File: config.mk
export PLATFORM = sky130hd
export DESIGN_NAME = ddc_hb_decim_chain
export DESIGN_NICKNAME = d
export VERILOG_FILES = /design/src/rtl/ddc_hb_decim_chain.sv
export SDC_FILE = /design/constraint.sdc
export NUM_CORES = 2
export LEC_CHECK = 0
export BUFFER_PORTS_ARGS = -buffer_cell sky130_fd_sc_hd__buf_2
export CAP_MARGIN = 20
export CORE_MARGIN = 2
export CORE_UTILIZATION = 35
export DETAILED_ROUTE_END_ITERATION = 10
export GPL_ROUTABILITY_DRIVEN = 0
export PLACE_DENSITY = 0.58
export SYNTH_ARGS = -nofsm -noshare
export SYNTH_HDL_FRONTEND = slang
export SYNTH_SLANG_ARGS = --single-unit
File: constraint.sdc
create_clock -name i_clock -period 5.8 [get_ports i_clock]
set_clock_uncertainty 0.1 [all_clocks]
set_input_delay 0.58 -clock i_clock [delete_from_list [all_inputs] [get_ports i_clock]]
set_output_delay 0.58 -clock i_clock [all_outputs]
set_load 0.02 [all_outputs]
File: src/rtl/ddc_hb_decim_chain.sv
// I/Q decimator built from up to NUM_STAGES cascaded x2 halfband stages.
// The active stage count is changed at runtime through a 2-cycle flush.
module ddc_hb_decim_chain #(
  parameter  int WIDTH      = 16,
  parameter  int NUM_STAGES = 3,
  localparam int SELW       = $clog2(NUM_STAGES + 1)
) (
  input  logic             i_clock,
  input  logic             i_reset,
  input  logic [WIDTH-1:0] i_inph_data,
  input  logic [WIDTH-1:0] i_quad_data,
  input  logic             i_valid,
  input  logic             i_cfg_valid,
  input  logic [SELW-1:0]  i_cfg_decim_log2,
  output logic [WIDTH-1:0] o_inph_data,
  output logic [WIDTH-1:0] o_quad_data,
  output logic             o_valid,
  output logic             o_cfg_busy,
  output logic [SELW-1:0]  o_decim_log2,
  output logic             o_sat
);

  localparam int ACCW = WIDTH + 6;
  localparam logic signed [ACCW-1:0] ACC_HI   = {{7{1'b0}}, {(WIDTH-1){1'b1}}};
  localparam logic signed [ACCW-1:0] ACC_LO   = {{7{1'b1}}, {(WIDTH-1){1'b0}}};
  localparam logic signed [ACCW-1:0] RND_BIAS = 16;

  typedef logic signed [WIDTH-1:0] sample_t;
  typedef enum logic {RUN, FLUSH} state_t;

  state_t state;
  logic   flush_cnt;
  logic   clear;

  // Stored taps x1..x6; x0 is always the sample being accepted this cycle.
  sample_t dl_i [NUM_STAGES][6];
  sample_t dl_q [NUM_STAGES][6];
  logic [NUM_STAGES-1:0] phase;
  logic [NUM_STAGES-1:0] st_v;
  sample_t st_i [NUM_STAGES];
  sample_t st_q [NUM_STAGES];

  logic [NUM_STAGES-1:0] in_v;
  logic [NUM_STAGES-1:0] f_sat;
  sample_t in_i [NUM_STAGES];
  sample_t in_q [NUM_STAGES];
  sample_t f_i  [NUM_STAGES];
  sample_t f_q  [NUM_STAGES];
  logic    sel_v;
  sample_t sel_i;
  sample_t sel_q;

  // Returns {saturated, rounded and clamped tap output}.
  function automatic logic [WIDTH:0] hb_tap(sample_t x0, sample_t x2, sample_t x3,
                                            sample_t x4, sample_t x6);
    logic signed [ACCW-1:0] a0, a2, a3, a4, a6, pair, acc, rnd;
    a0   = x0;
    a2   = x2;
    a3   = x3;
    a4   = x4;
    a6   = x6;
    pair = a2 + a4;
    acc  = (a3 <<< 4) + (pair <<< 3) + pair - (a0 + a6);
    rnd  = (acc + RND_BIAS) >>> 5;
    if (rnd > ACC_HI) return {1'b1, ACC_HI[WIDTH-1:0]};
    if (rnd < ACC_LO) return {1'b1, ACC_LO[WIDTH-1:0]};
    return {1'b0, rnd[WIDTH-1:0]};
  endfunction

  always_comb begin
    logic [WIDTH:0] r_i, r_q;
    // NOTE: every combinational output gets a default before any branch, so no latch can be inferred.
    clear   = i_reset || i_cfg_valid || (state == FLUSH);
    in_v[0] = i_valid;
    in_i[0] = i_inph_data;
    in_q[0] = i_quad_data;
    for (int s = 1; s < NUM_STAGES; s++) begin
      in_v[s] = st_v[s-1];
      in_i[s] = st_i[s-1];
      in_q[s] = st_q[s-1];
    end
    for (int s = 0; s < NUM_STAGES; s++) begin
      r_i      = hb_tap(in_i[s], dl_i[s][1], dl_i[s][2], dl_i[s][3], dl_i[s][5]);
      r_q      = hb_tap(in_q[s], dl_q[s][1], dl_q[s][2], dl_q[s][3], dl_q[s][5]);
      f_i[s]   = r_i[WIDTH-1:0];
      f_q[s]   = r_q[WIDTH-1:0];
      f_sat[s] = r_i[WIDTH] | r_q[WIDTH];
    end
    sel_v = i_valid;
    sel_i = i_inph_data;
    sel_q = i_quad_data;
    for (int s = 0; s < NUM_STAGES; s++) begin
      if (o_decim_log2 == SELW'(s + 1)) begin
        sel_v = st_v[s];
        sel_i = st_i[s];
        sel_q = st_q[s];
      end
    end
  end

  // NOTE: state is updated with non-blocking assignments so every register samples pre-edge values.
  always_ff @(posedge i_clock) begin
    // NOTE: the delay lines are tiny shift registers that must be cleared on flush anyway, so they share the reset.
    if (clear) begin
      for (int s = 0; s < NUM_STAGES; s++) begin
        for (int j = 0; j < 6; j++) begin
          dl_i[s][j] <= '0;
          dl_q[s][j] <= '0;
        end
        st_i[s] <= '0;
        st_q[s] <= '0;
      end
      phase       <= '0;
      st_v        <= '0;
      o_valid     <= 1'b0;
      o_inph_data <= '0;
      o_quad_data <= '0;
      o_sat       <= 1'b0;
    end else begin
      for (int s = 0; s < NUM_STAGES; s++) begin
        if (SELW'(s) >= o_decim_log2) begin
          for (int j = 0; j < 6; j++) begin
            dl_i[s][j] <= '0;
            dl_q[s][j] <= '0;
          end
          phase[s] <= 1'b0;
          st_v[s]  <= 1'b0;
          st_i[s]  <= '0;
          st_q[s]  <= '0;
        end else if (in_v[s]) begin
          for (int j = 5; j > 0; j--) begin
            dl_i[s][j] <= dl_i[s][j-1];
            dl_q[s][j] <= dl_q[s][j-1];
          end
          dl_i[s][0] <= in_i[s];
          dl_q[s][0] <= in_q[s];
          phase[s]   <= ~phase[s];
          st_v[s]    <= phase[s];
          if (phase[s]) begin
            st_i[s] <= f_i[s];
            st_q[s] <= f_q[s];
            if (f_sat[s]) o_sat <= 1'b1;
          end
        end else begin
          st_v[s] <= 1'b0;
        end
      end
      o_valid <= sel_v;
      if (sel_v) begin
        o_inph_data <= sel_i;
        o_quad_data <= sel_q;
      end
    end

    if (i_reset) begin
      state        <= RUN;
      flush_cnt    <= 1'b0;
      o_cfg_busy   <= 1'b0;
      o_decim_log2 <= SELW'(NUM_STAGES);
    end else if (i_cfg_valid) begin
      state        <= FLUSH;
      flush_cnt    <= 1'b0;
      o_cfg_busy   <= 1'b1;
      o_decim_log2 <= (i_cfg_decim_log2 > SELW'(NUM_STAGES)) ? SELW'(NUM_STAGES)
                                                              : i_cfg_decim_log2;
    end else if (state == FLUSH) begin
      if (flush_cnt) begin
        state      <= RUN;
        o_cfg_busy <= 1'b0;
      end
      flush_cnt <= 1'b1;
    end
  end

endmodule

Yosys cells after proc, flatten, opt, wreduce, memory -nomap -nowiden
Memories as Yosys holds them, arrays and structs flattened.
Index checks and enable logic that the tools add are counted.
{ "classes": {"order_cmp": 16, "n_eq_ne": 3, "n_addsub": 36, "reduce_logical": 12, "n_bitwise": 93, "muxes": 192} }
{ "ops": {"columns": ["cell", "count"], "rows": [
  ["2-to-1 mux 16 bit", 90],
  ["2-to-1 mux 17 bit", 24],
  ["adder 16 x 16 -> 17 bit", 12],
  ["adder 21 x 17 -> 22 bit", 6],
  ["adder 22 x 6 -> 22 bit (second input constant)", 6],
  ["subtractor 22 x 17 -> 22 bit", 6],
  ["adder 20 x 20 -> 21 bit", 6],
  ["greater-than comparator 17 x 16 -> 1 bit (second input constant)", 6],
  ["less-than comparator 17 x 16 -> 1 bit (second input constant)", 6],
  ["bitwise OR 1 bit", 87],
  ["2-to-1 mux 1 bit", 77],
  ["OR reduction 3 bit", 3],
  ["OR reduction 2 bit", 4],
  ["NOT 1 bit", 6],
  ["equality test 2 bit (second input constant)", 2],
  [">= comparator 1 x 2 -> 1 bit (first input constant)", 2],
  ["nonzero test 2 bit", 2],
  ["equality test 2 x 1 -> 1 bit (second input constant)", 1],
  [">= comparator 2 bit (first input constant)", 1],
  ["greater-than comparator 2 bit (second input constant)", 1],
  ["logical OR 1 bit", 2],
  ["2-to-1 mux 2 bit", 1],
  ["AND reduction 2 bit", 1]
]} }
{ "word_totals": {"elab_cells": 370, "n_memories": 4, "ramBits": 672, "out_inout_bits": 37, "regBits": 45} }
{ "mem_list": {"columns": ["name", "depth", "word_bits", "read_ports", "rd_ports_with_merged_regs", "write_ports", "line", "rtl"], "rows": [
  ["dl_i", 3, 96, 3, 0, 3, "36", "sample_t dl_i [NUM_STAGES][6];"],
  ["dl_q", 3, 96, 3, 0, 3, "37", "sample_t dl_q [NUM_STAGES][6];"],
  ["st_i", 3, 16, 3, 0, 3, "40", "sample_t st_i [NUM_STAGES];"],
  ["st_q", 3, 16, 3, 0, 3, "41", "sample_t st_q [NUM_STAGES];"]
]} }

Longest topological paths before layout
An unclocked memory read counts as a cell.
{ "logic_depth": {"ltp_word": 24, "ltp_mapped": 30, "ltp_nobuf": 29} }

Least setup slack after synthesis
No wires, ideal clock.
{ "synth_path": {"path_kind": "register -> register", "start": "mem dl_q[0][32] in the netlist's numbering", "end": "mem st_q[0][7] in the netlist's numbering, data pin", "path_stages_with_launch": 29, "path_buffers": 0, "setup_slack_ns": -0.571, "t_arrival_ns": 6.124, "synth_period_minus_slack_ns": 6.371, "required_time_ns": 5.553, "setup_time_ns": 0.147, "cell_sequence": "edfxtp_1 ha_1 inv_1 fa_1 nor2b_1 o21ai_0 a21boi_0 o21ai_0 a21boi_0 o21ai_0 a21oi_1 nor3_1 o41ai_1 xor2_1 ha_1 fa_1 inv_1 fa_1 inv_1 ha_1 a21o_1 a21o_1 a21oi_1 nor3b_1 a211oi_2 or2_4 a31oi_4 or3b_1 a21oi_1"} }
{ "synth_lines": {"columns": ["element", "line"], "rows": [
  ["start: declaration", "37"],
  ["end: declaration", "41"]
]} }

==> flow_metrics.env <==
export IMPL_htreeDepth=3
export IMPL_endpoint_kind="flop"
export IMPL_seq_area_frac_synth_pct=46.0
export IMPL_power_switching_mw=7.96
export IMPL_drv_cap=0
export IMPL_violations="negative setup slack"
export IMPL_grt_pass1_vias=30800
export IMPL_power_frac_clock_pct=23.7
export IMPL_seqCellArea_sq_um=21100
export IMPL_grt_pass1_wl_mm=170
export IMPL_synth_area_sq_um=45800
export IMPL_synth_edf_count=672
export IMPL_final_util_pct=43.8
export IMPL_worst_slack_ns=-0.586
export IMPL_drc=0
export IMPL_ys_flop_type="edfxtp_1"
export IMPL_avgRoutedWirePerCell_um=17.4
export IMPL_vias=29600
export IMPL_pwr_share_seq_pct=26.8
export IMPL_grt_overflow_total=0
export IMPL_wirelength_mm=107
export IMPL_async_flop_share_pct=0
export IMPL_ir_drop_mv=0.307
export IMPL_hpwl_mm=75.1
export IMPL_intPower_mw=14.5
export IMPL_grt_setup_unrepaired="yes"
export IMPL_slowest_delay_ns=0.52
export IMPL_crit_path_start_kind="flop"
export IMPL_clock_sinks=717
export IMPL_area_growth_syn_to_layout_pct=24.1
export IMPL_pin_count=75
export IMPL_top_layer="met4"
export IMPL_rows=132
export IMPL_die_y_um=366
export IMPL_cts_buffer_depth=3
export IMPL_fin_crit_sh_pct=110
export IMPL_power_density_nw_per_um2=395
export IMPL_status="complete, but fails checks"
export IMPL_initial_core_util_pct=35.3
export IMPL_first_iter_violations=2294
export IMPL_swShare_pct=35.5
export IMPL_port_buffer_count=74
export IMPL_multi_input_area_sq_um=24300
export IMPL_path_buf_inv=5
export IMPL_route_met2_wl_mm=50.4
export IMPL_drtPass1Iterations=5
export IMPL_min_path_type="input port to flop"
export IMPL_core_area_sq_um=130000
export IMPL_final_layout_size_suffix_gt1_share_pct=26.3
export IMPL_yosysTopAreaCellShare_pct=44.1
export IMPL_path_delay_family="compound AO/OA/AOI/OAI gates"
export IMPL_die_width_um=366
export IMPL_numCtsBuffers=80
export IMPL_cts_tree="done"
export IMPL_via_per_inst=4.82
export IMPL_path_clk_slew_ns=0.06
export IMPL_dieArea_sq_um=134000
export IMPL_n_fill_cell=11900
export IMPL_period_minus_slack_ns=6.39
export IMPL_gr_usage_all_layers_pct=16.3
export IMPL_max_freq_ghz=0.157
export IMPL_slowest_stage="fa_1"
export IMPL_yosysUniqueCellTypes=76
export IMPL_synth_area_leaders="edfxtp_1 44%, fa_1 14%, ha_1 9.2%, and3_1 5.5%, inv_1 4.9%"
export IMPL_antenna_found_initial=11
export IMPL_clk_latency_ns=0.68
export IMPL_combPwrFrac_pct=49.4
export IMPL_setup_tns_ns=-35.23
export IMPL_path_max_fanout=5
export IMPL_yosysTopAreaCell="edfxtp_1"
export IMPL_wl_met1_mm=47.4
export IMPL_hold_viol=0
export IMPL_detail_route_antenna_nets=0
export IMPL_slew_headroom_pct=25.0
export IMPL_avgSynthCellArea_sq_um=11.9
export IMPL_p_leak_nw=26.7
export IMPL_crit_required_ns=6.12
export IMPL_yosysWarnings=0
export IMPL_critPathMostFrequentCell="a21oi_2"
export IMPL_worst_pin_slew_ns=1.13
export IMPL_grt_max_degree=193
export IMPL_finalMaxSlewViolations=0
export IMPL_cp_arrival_ns=6.71
export IMPL_synth_nets=4536
export IMPL_root_buffer="clkbuf_16"
export IMPL_setup_viol=96
export IMPL_synth_seq_cells=717
export IMPL_syn_inst=3850
export IMPL_met3_length_mm=5.85
export IMPL_critPathKind="flop to flop"
export IMPL_nets=5020
## per-layer routing
layer / up-vias / global-route usage [%]
met5: - / 0
met4: 0 / 5.02
met3: 158 / 3.05
met2: 451 / 26.8
met1: 14800 / 21.7
li1: 14200 / -
## repair_timing
item                                    CTS  global route
resized for setup                       284           195
gates cloned                              6             0
endpoints found under the hold margin     2             0
pin swaps                               237           203
setup buffers                            88            41
endpoints found under the setup margin   97            97
hold buffers                              2             0
## cells in the final DEF, fill, tap and decap left out, types with 32 or more instances in the layout
cell / netlist / layout
a21oi_1: 163 / 59
nor3_1: 41 / 32
clkbuf_16: 0 / 83
ha_4: 0 / 38
mux2i_1: 33 / 33
dfxtp_1: 45 / 42
nor2_1: 148 / 138
buf_4: 0 / 432
ha_1: 336 / 291
and2_1: 198 / 197
buf_2: 9 / 73
inv_1: 602 / 565
nand3_1: 44 / 37
nand2_1: 103 / 60
edfxtp_1: 672 / 672
xnor2_1: 126 / 105
a21oi_2: 1 / 98
fa_1: 312 / 301
and3_1: 400 / 396
inv_2: 0 / 37
mux4_2: 33 / 33
xor2_1: 59 / 55
a21o_1: 58 / 57
o21ai_2: 2 / 47
## registers in the layout, summed over array words and instances, names as in the netlist
signal,count
o_cfg_busy,1
o_decim_log2,2
phase,3
o_sat,1
st_v,3
state,1
o_quad_data,16
st_q,48
st_i,48
flush_cnt,1
dl_q,288
dl_i,288
o_valid,1
o_inph_data,16
## power by group through the flow
stage / clock network (mW) / registers, mW / logic [mW]
2_1_floorplan: 0 / 6.05 / 5.75
3_3_place_gp: 0 / 6.13 / 8.45
3_5_place_dp: 0 / 6.13 / 8.54
4_1_cts: 5.46 / 6.02 / 9.98
5_1_grt: 5.65 / 6.04 / 12.3
6_report: 5.33 / 6.02 / 11.1
## cells in the mapped netlist, drive strengths merged, types with 42 or more instances
cell type	count
o21ai	83
fa	312
a21oi	164
clkbuf	137
ha	336
nand2	103
a21o	58
edfxtp	672
xnor2	126
nand3	44
xor2	59
and3	400
nor2	148
and2	199
nor3	42
dfxtp	45
inv	602
## worst reg2reg max path: cells and delay by family, from the launching register on
kind	cells	cell delay, ns
adders and majority gates	5	1.85
xor gates and xnor gates	1	0.05
DFF	1	0.42
and+or+nand+nor	2	0.36
buffers and inverters	5	0.51
AOI/OAI and AO/OA	17	2.88
## final timing paths
check                           slack, ns  depth (start not counted)       startpoint               to
worst max register to register      -0.59                         30     dl_q[0][225]      st_q[2][14]
worst min register to register       0.39                          2  o_inph_data[12]  o_inph_data[12]
worst min-delay path                 0.09                          2          i_reset            state
worst max-delay path                -0.59                         30     dl_q[0][225]      st_q[2][14]
## kinds of logic after synthesis
kind of cell | Yosys count | synth area share [%]
and+or+nand+nor | 1038 | 12.7
buffers and inverters | 753 | 6.20
DFF | 717 | 46.0
adders and majority gates | 648 | 22.8
AOI/OAI and AO/OA | 442 | 6.31
xor gates and xnor gates | 185 | 3.54
muxes | 67 | 2.37
## final cells by class
type	count	area share, %
diodes	6	0.0264
clock buffers	103	3.82
clock inverters	46	0.947
inverters	602	3.98
multi-input cells	2381	42.7
flip-flops and latches	717	37.1
well taps	1742	3.84
repair buffers	552	7.58
## through the flow
step | instances | instance area, sq um | power [mW] | worst slack [ns] | hold WS [ns]
after floorplan | 3850 | 46300 | 11.8 | -0.289 | 0.379
after global placement | 5865 | 51000 | 14.6 | -0.966 | 0.367
after detailed placement | 5865 | 51000 | 14.7 | -1.05 | 0.380
after CTS | 6107 | 55600 | 21.5 | -0.582 | 0.0312
after global routing | 6143 | 56800 | 24.0 | -0.884 | 0.0603
final | 6149 | 56800 | 22.4 | -0.586 | 0.0903
(Power assumes the default switching activity.)
